`src/rtl/vend_pkg.sv`:
```
// Shared constants and types for the vending-machine timer scheduler.
package vend_pkg;

    localparam int unsigned CLK_HZ_DEF = 40000000;

    // Timer channel assignments used by the machine's FSM blocks
    localparam int unsigned CH_DISPENSE = 0;
    localparam int unsigned CH_CHANGE   = 1;
    localparam int unsigned CH_IDLE     = 2;
    localparam int unsigned CH_DISPLAY  = 3;

    typedef enum logic [0:0] {
        ST_IDLE  = 1'b0,
        ST_SWEEP = 1'b1
    } sweep_state_t;

endpackage

```
`src/rtl/vend_tick_gen.sv`:
```
// Timebase: quarter-second prescaler, blink square waves and the 1 Hz event.
module vend_tick_gen
    import vend_pkg::*;
#(
    parameter int unsigned CLK_HZ = CLK_HZ_DEF
) (
    input  logic i_clk,
    input  logic i_rst_n,
    output logic o_sec_evt_c,
    output logic o_tick_1hz,
    output logic o_blink_2hz,
    output logic o_blink_1hz
);

    localparam int unsigned QTR   = CLK_HZ / 4;
    localparam int unsigned PRE_W = (QTR > 1) ? $clog2(QTR) : 1;

    logic [PRE_W-1:0] r_presc;
    logic [1:0]       r_qtr;
    logic             r_tick;
    logic             r_blink_2hz;
    logic             r_blink_1hz;
    logic             w_qtick;

    assign w_qtick     = (r_presc == PRE_W'(QTR - 1));
    // Second boundary: the quarter tick that wraps the quarter counter 3->0
    assign o_sec_evt_c = w_qtick && (r_qtr == 2'd3);

    // Prescaler, quarter counter and blink/tick registers
    always_ff @(posedge i_clk) begin
        if (!i_rst_n) begin
            r_presc     <= '0;
            r_qtr       <= '0;
            r_tick      <= 1'b0;
            r_blink_2hz <= 1'b0;
            r_blink_1hz <= 1'b0;
        end else begin
            r_tick <= o_sec_evt_c;
            if (w_qtick) begin
                r_presc     <= '0;
                r_qtr       <= r_qtr + 2'd1;
                r_blink_2hz <= ~r_blink_2hz;
                // Odd quarter count means this tick wraps 1->2 or 3->0
                if (r_qtr[0]) begin
                    r_blink_1hz <= ~r_blink_1hz;
                end
            end else begin
                r_presc <= r_presc + PRE_W'(1);
            end
        end
    end

    assign o_tick_1hz  = r_tick;
    assign o_blink_2hz = r_blink_2hz;
    assign o_blink_1hz = r_blink_1hz;

endmodule

```
`src/rtl/vend_timer_sched.sv`:
```
// Countdown timer array swept once per second by a shared decrementer.
module vend_timer_sched
    import vend_pkg::*;
#(
    parameter int unsigned CLK_HZ = CLK_HZ_DEF,
    parameter int unsigned NUM_CH = 4,
    parameter int unsigned SEC_W  = 6,
    localparam int unsigned SEL_W = (NUM_CH > 1) ? $clog2(NUM_CH) : 1
) (
    input  logic                    clk_in,
    input  logic                    rst_n,
    input  logic [NUM_CH-1:0]       start,
    input  logic [NUM_CH-1:0]       cancel,
    input  logic [NUM_CH*SEC_W-1:0] load_sec,
    output logic [NUM_CH-1:0]       busy,
    output logic [NUM_CH-1:0]       done,
    input  logic [SEL_W-1:0]        rd_sel,
    output logic [SEC_W-1:0]        rd_sec,
    output logic                    tick_1hz,
    output logic                    blink_2hz,
    output logic                    blink_1hz
);

    logic [SEC_W-1:0]  r_count [NUM_CH];
    logic [NUM_CH-1:0] r_busy;
    logic [NUM_CH-1:0] r_done;
    logic [SEC_W-1:0]  r_rd_sec;
    sweep_state_t      r_state;
    sweep_state_t      w_state_nxt;
    logic [SEL_W-1:0]  r_idx;
    logic [SEL_W-1:0]  w_idx_nxt;
    logic              w_sec_evt;

    vend_tick_gen #(
        .CLK_HZ (CLK_HZ)
    ) u_tick_gen (
        .i_clk       (clk_in),
        .i_rst_n     (rst_n),
        .o_sec_evt_c (w_sec_evt),
        .o_tick_1hz  (tick_1hz),
        .o_blink_2hz (blink_2hz),
        .o_blink_1hz (blink_1hz)
    );

    // Sweep FSM state and channel index registers
    always_ff @(posedge clk_in) begin
        if (!rst_n) begin
            r_state <= ST_IDLE;
            r_idx   <= '0;
        end else begin
            r_state <= w_state_nxt;
            r_idx   <= w_idx_nxt;
        end
    end

    // Sweep FSM next state: one channel per cycle after each 1 Hz event
    always_comb begin
        w_state_nxt = r_state;
        w_idx_nxt   = r_idx;
        case (r_state)
            ST_IDLE: begin
                if (w_sec_evt) begin
                    w_state_nxt = ST_SWEEP;
                    w_idx_nxt   = '0;
                end
            end
            ST_SWEEP: begin
                if (r_idx == SEL_W'(NUM_CH - 1)) begin
                    w_state_nxt = ST_IDLE;
                    w_idx_nxt   = '0;
                end else begin
                    w_idx_nxt = r_idx + SEL_W'(1);
                end
            end
            default: begin
                w_state_nxt = ST_IDLE;
                w_idx_nxt   = '0;
            end
        endcase
    end

    // Channel counters: cancel beats start, start beats the sweep update
    always_ff @(posedge clk_in) begin
        if (!rst_n) begin
            for (int i = 0; i < NUM_CH; i++) begin
                r_count[i] <= '0;
            end
            r_busy <= '0;
            r_done <= '0;
        end else begin
            for (int i = 0; i < NUM_CH; i++) begin
                r_done[i] <= 1'b0;
                if (cancel[i]) begin
                    r_count[i] <= '0;
                    r_busy[i]  <= 1'b0;
                end else if (start[i]) begin
                    // A zero load expires immediately without ever going busy
                    r_count[i] <= load_sec[i*SEC_W +: SEC_W];
                    r_busy[i]  <= |load_sec[i*SEC_W +: SEC_W];
                    r_done[i]  <= ~|load_sec[i*SEC_W +: SEC_W];
                end else if ((r_state == ST_SWEEP) && (r_idx == SEL_W'(i)) && r_busy[i]) begin
                    if (r_count[i] <= SEC_W'(1)) begin
                        r_count[i] <= '0;
                        r_busy[i]  <= 1'b0;
                        r_done[i]  <= 1'b1;
                    end else begin
                        r_count[i] <= r_count[i] - SEC_W'(1);
                    end
                end
            end
        end
    end

    // Registered remaining-time read port; unused selects read as zero
    always_ff @(posedge clk_in) begin
        if (!rst_n) begin
            r_rd_sec <= '0;
        end else if (32'(rd_sel) < NUM_CH) begin
            r_rd_sec <= r_count[rd_sel];
        end else begin
            r_rd_sec <= '0;
        end
    end

    assign busy   = r_busy;
    assign done   = r_done;
    assign rd_sec = r_rd_sec;

endmodule

```
`config.mk`:
```
export PLATFORM = sky130hd
export DESIGN_NAME = vend_timer_sched
export DESIGN_NICKNAME = d
export VERILOG_FILES = /design/src/rtl/vend_pkg.sv /design/src/rtl/vend_tick_gen.sv /design/src/rtl/vend_timer_sched.sv
export SDC_FILE = /design/constraint.sdc
export NUM_CORES = 1
export LEC_CHECK = 0
export CAP_MARGIN = 10
export CORE_ASPECT_RATIO = 2
export CORE_UTILIZATION = 50
export CTS_CLUSTER_DIAMETER = 40
export DETAILED_ROUTE_END_ITERATION = 16
export GPL_ROUTABILITY_DRIVEN = 0
export PLACE_DENSITY = 0.74
export SYNTH_ARGS = -nofsm -noshare
export SYNTH_HDL_FRONTEND = slang
export SYNTH_HIERARCHICAL = 1
export SYNTH_SLANG_ARGS = --single-unit
```
`constraint.sdc`:
```
create_clock -name clk_in -period 5.33 [get_ports clk_in]
set_clock_uncertainty 0.15 [all_clocks]
set_input_delay 1.599 -clock clk_in [delete_from_list [all_inputs] [get_ports clk_in]]
set_output_delay 1.599 -clock clk_in [all_outputs]
set_load 0.05 [all_outputs]
```
# After elaboration in Yosys (flattened, before gate mapping)
# Memories as Yosys holds them, arrays and structs flattened. A register that Yosys moved wholly into a read port is not among the register bits.
# Cells that the tools add are included.
[word_totals]
output_inout_bits = 17
elab_cells = 205
mem_count = 1
input_bits = 36
ram_bits = 24
regBits = 40
[mem_list]
columns = ["memory", "depth", "word_bits", "read_ports", "rd_clocked_by_memory_dff", "wr", "line_no", "rtl"]
rows = [
  ["r_count", 4, 6, 5, 1, 4, "vend_timer_sched.sv:24", "logic [SEC_W-1:0] r_count [NUM_CH];"],
]
[classes]
n_eq_ne = 6
n_lt_le_gt_ge = 4
reduce_logical = 37
n_bitwise = 20
muxes = 115
n_addsub = 7
[ops]
columns = ["cell", "count"]
rows = [
  ["two-way mux 6 bit", 16],
  ["two-way mux 1 bit", 95],
  ["adder 24 x 1 -> 24 bit, second input constant", 1],
  ["equality test 24 bit, second input constant", 1],
  ["<= comparator 6 x 1 -> 1 bit, second input constant", 4],
  ["OR reduction 6 bit", 4],
  ["subtractor 6 x 1 -> 6 bit, second input constant", 4],
  ["bitwise OR 1 bit", 16],
  ["nonzero test 2 bit", 8],
  ["AND reduction 2 bit", 5],
  ["OR reduction 2 bit", 5],
  ["logical AND 1 bit", 9],
  ["equality test 2 bit, second input constant", 3],
  ["zero test 1 bit", 5],
  ["adder 2 x 1 -> 2 bit, second input constant", 2],
  ["two-way mux 2 bit", 2],
  ["NOT 1 bit", 4],
  ["case mux 2 bit (2 select lines)", 1],
  ["equality test 2 x 1 -> 1 bit, second input constant", 1],
  ["zero test 2 bit", 1],
  ["inequality test 2 x 1 -> 1 bit, second input constant", 1],
  ["case mux 1 bit (2 select lines)", 1],
]

# Depth between registers and ports, before layout
[depth]
depth_word = 10
mapped_depth = 9
depth_no_buf = 8

# Hierarchy
# The synthesis kept the hierarchy.
[by_module_without_submodules]
columns = ["mod", "area_per_inst_um2", "n_inst", "seq_area_each_um2", "cells_per_inst"]
rows = [
  ["vend_timer_sched", 2479.9, 1, 1061.0, 243],
  ["vend_tick_gen", 1342.5, 1, 580.6, 159],
]

# Worst setup path after synthesis
# Ideal clock, no wire load.
[synth_timing]
kind = "in2reg"
start = "input start[1]"
end = "memory r_count[1][0] (enable)"
setup_ns = 0.284
required_ns = 4.896
n_path_buf = 1
path_stages = 3
slack_ns = 2.344
arrival_time_ns = 2.552
cell_sequence = "clkbuf_1 and4b_1 or3_1"
[synth_rtl]
columns = ["item", "line_no", "rtl"]
rows = [
  ["start, declared", "vend_timer_sched.sv:12", "input logic [NUM_CH-1:0] start,"],
  ["end, declared", "vend_timer_sched.sv:24", ""],
]

==> metrics.cfg <==
[placement]
place_inst = 528
numPortBuffers = 52
hpwl_um = 6810

[synth]
synth_edf_count = 24
syn_area_mm2 = 0.00382
ys_warn_count = 6
async_flop_share_pct = 0
syn_inst = 402
yosysSeqAreaShare_pct = 42.9
synth_cell_types = 46
ys_ff_latch = 70
ys.flop_type = dfxtp_1
syn_nets = 452
synth.avg_cell_area_um2 = 9.51

[drt]
via_count = 3219
routedWlPerCell_um = 16.9
avgViaCountPerCell = 5.92
antenna_left = 0
drc = 0
first_pass_iters = 4
wl_um = 9170
drt_iter0_markers = 213

[power]
seq_power_share_pct = 41.3
intPower_mw = 1.10
p_leak_nw = 1.69
combPwrFrac_pct = 10.7
power_density_mw_per_mm2 = 303
peakVddDrop_uv = 218
p_sw_share_pct = 22.7
clockPowerShare_pct = 48.0
power_switching_uw = 324

[clock_network]
cts-resized-gates = 0
clock_sinks = 70
cts_hold_buffers = 0
numCtsBuffers = 9
clock_path_buffers = 2
cts_htree_levels = 3
cts_tree = done
clk_pin_slew_worst_paths_ns = 0.06
clkLatencyLatePin_ns = 0.34
cts_root_buf = clkbuf_16
post_cts_buffers = 0

[finish]
drive_above_1_share_pct = 6.86
final_nets = 497
final_cell_mix = clkdlybuf4s50_1 (52), dfxtp_1 (46), nor2_1 (45)
syn2layout_area_growth_pct = 23.5
post_layout_nonfiller_instances = 544
final_common_cell = clkdlybuf4s50_1
num_antenna_cells = 0

[floorplanning]
fp.dieArea_mm2 = 0.00802
die_w_um = 63.8
rows = 44
die_y_um = 126
core_mm2 = 0.00732
floorplan.initialDensity_pct = 52.2
pin_count = 53

[setup_path]
cp-start-kind = input pin
cp_slowest_cell = clkdlybuf4s50_1
cp_num_buf_inv = 1
rr_startpoint = u_tick_gen/r_presc[0]
end_kind = flop
r2r_slack_ns = 2.70
cp.arrival_ns = 3.31
cp_cell_sequence = clkdlybuf4s50_1 > or2b_2 > nand2b_1 > nand2b_1
crit_fanout = 16
path_delay_family = simple AND/OR/NAND/NOR gates
path_common_cell = nand2b_1
path_class = in -> reg
max_stage_delay_ns = 0.79
crit_required_ns = 5.23
crit_start = rst_n

[global_routing]
grt_max_degree = 25
grt_pass1_wl_um = 15000
track_usage_pct = 24.6
grt-ovfl-total = 0
grt_pass1_vias = 3312
antenna_found_initial = 0

[sta]
max_freq_mhz = 293
min_period_ns = 3.41
tightest_slew_ns = 1.00
fin_crit_sh_pct = 64.0
tns_ns = 0
slew_headroom_pct = 33.3
finalHoldViolations = 0
setup_viol_count_final = 0
maxSlewViolCount = 0
rsz0062_at_grt = false

[min_path]
hold_class = reg -> reg
hold_start = u_tick_gen/o_blink_1hz

[run_status]
status = finished, final reports clean

[flow_run]
cap_violations = 0

## sequential cells by signal, indices dropped and copies added, names as in the netlist
| name | cells |
|---|---|
| busy | 4 |
| done | 4 |
| r_count | 24 |
| r_idx | 2 |
| r_state | 1 |
| rd_sec | 6 |
| u_tick_gen/o_blink_1hz | 1 |
| u_tick_gen/o_blink_2hz | 1 |
| u_tick_gen/o_tick_1hz | 1 |
| u_tick_gen/r_presc | 24 |
| u_tick_gen/r_qtr | 2 |
## logic make-up after synthesis
family,Yosys count,share of synthesized area (%)
xor gates and xnor gates,29,6.64
buffers and inverters,37,4.39
DFF,70,42.9
muxes,7,3.90
and+or+nand+nor,179,25.3
AOI/OAI and AO/OA,66,12.2
adders and majority gates,14,4.58
## path summary, 6_finish.rpt
| kind | endpoint | depth (start not counted) |
|---|---|---|
| setup / recovery | r_count[3][2] | 4 |
| hold / removal | u_tick_gen/o_blink_1hz | 2 |
| setup reg to reg | u_tick_gen/r_presc[12] | 5 |
| hold reg to reg | u_tick_gen/o_blink_1hz | 2 |
## layer usage
metal	GRT usage (%)	share of wire, %
met1	20.9	33
met2	47.2	58
met3	5.71	3.9
met4	17.6	5.0
met5	0	0
## cell usage after synthesis (3+ instances only)
cell type  number  area share, %
buf_2           4           0.52
o32ai_1         6            1.4
inv_1          19            1.9
nand3_1        14            1.8
nor2b_1         4           0.65
clkbuf_1       11            1.1
xnor2_1        19            4.4
mux4_2          5            2.9
nand2b_1        7            1.1
o21bai_1        4           0.79
nand2_1        22            2.2
nor4_1          4           0.65
nor2_1         45            4.4
or3_1          20            3.3
dfxtp_1        46             24
xor2_1         10            2.3
nand4_1        10            1.6
and3_1          7            1.1
a21oi_1        24            3.1
or4_1           7            1.4
nor3_1         17            2.2
ha_1           14            4.6
and4_1          3           0.69
a2bb2oi_1      10            2.3
o21ai_0        10            1.3
and2_1          8            1.3
edfxtp_1       24             19
## per-stage QoR
stage | hold WS, ns | power, mW | instance area (um^2) | util, % | worst slack [ns]
3_3_place_gp | 0.303 | 0.750 | 4370 | 59.6 | 1.66
4_1_cts | 0.337 | 1.44 | 4720 | 64.5 | 1.95
5_1_grt | 0.360 | 1.47 | 4720 | 64.5 | 1.80
2_1_floorplan | 0.280 | 0.694 | 3820 | - | 2.34
6_report | 0.332 | 1.43 | 4720 | 64.5 | 1.92
3_5_place_dp | 0.329 | 0.752 | 4370 | 59.6 | 1.59
## worst register-to-register path, delay by kind of cell, from the launching register on
| kind | cells | cell delay, ns |
|---|---|---|
| AOI/OAI and AO/OA | 1 | 0.89 |
| and+or+nand+nor | 3 | 0.83 |
| DFF | 1 | 0.38 |
| adders and majority gates | 1 | 0.22 |
## power by group through the flow
stage	clock (mW)	sequential [mW]	combinational, mW
finish	0.685	0.591	0.153
global placement	0	0.601	0.149
detailed placement	0	0.601	0.151
global route	0.717	0.592	0.165
CTS	0.698	0.590	0.153
floorplan	0	0.607	0.0868
## layout make-up
type | instances | area [um^2]
fillers | 581 | 2600
multi-input cells | 295 | 2020
flip-flops and latches | 70 | 1640
clock inverters | 3 | 42.5
well taps | 92 | 115
repair buffers | 52 | 520
inverters | 19 | 71.3
clock buffers | 13 | 314
Power figures use the tool's default switching activity.
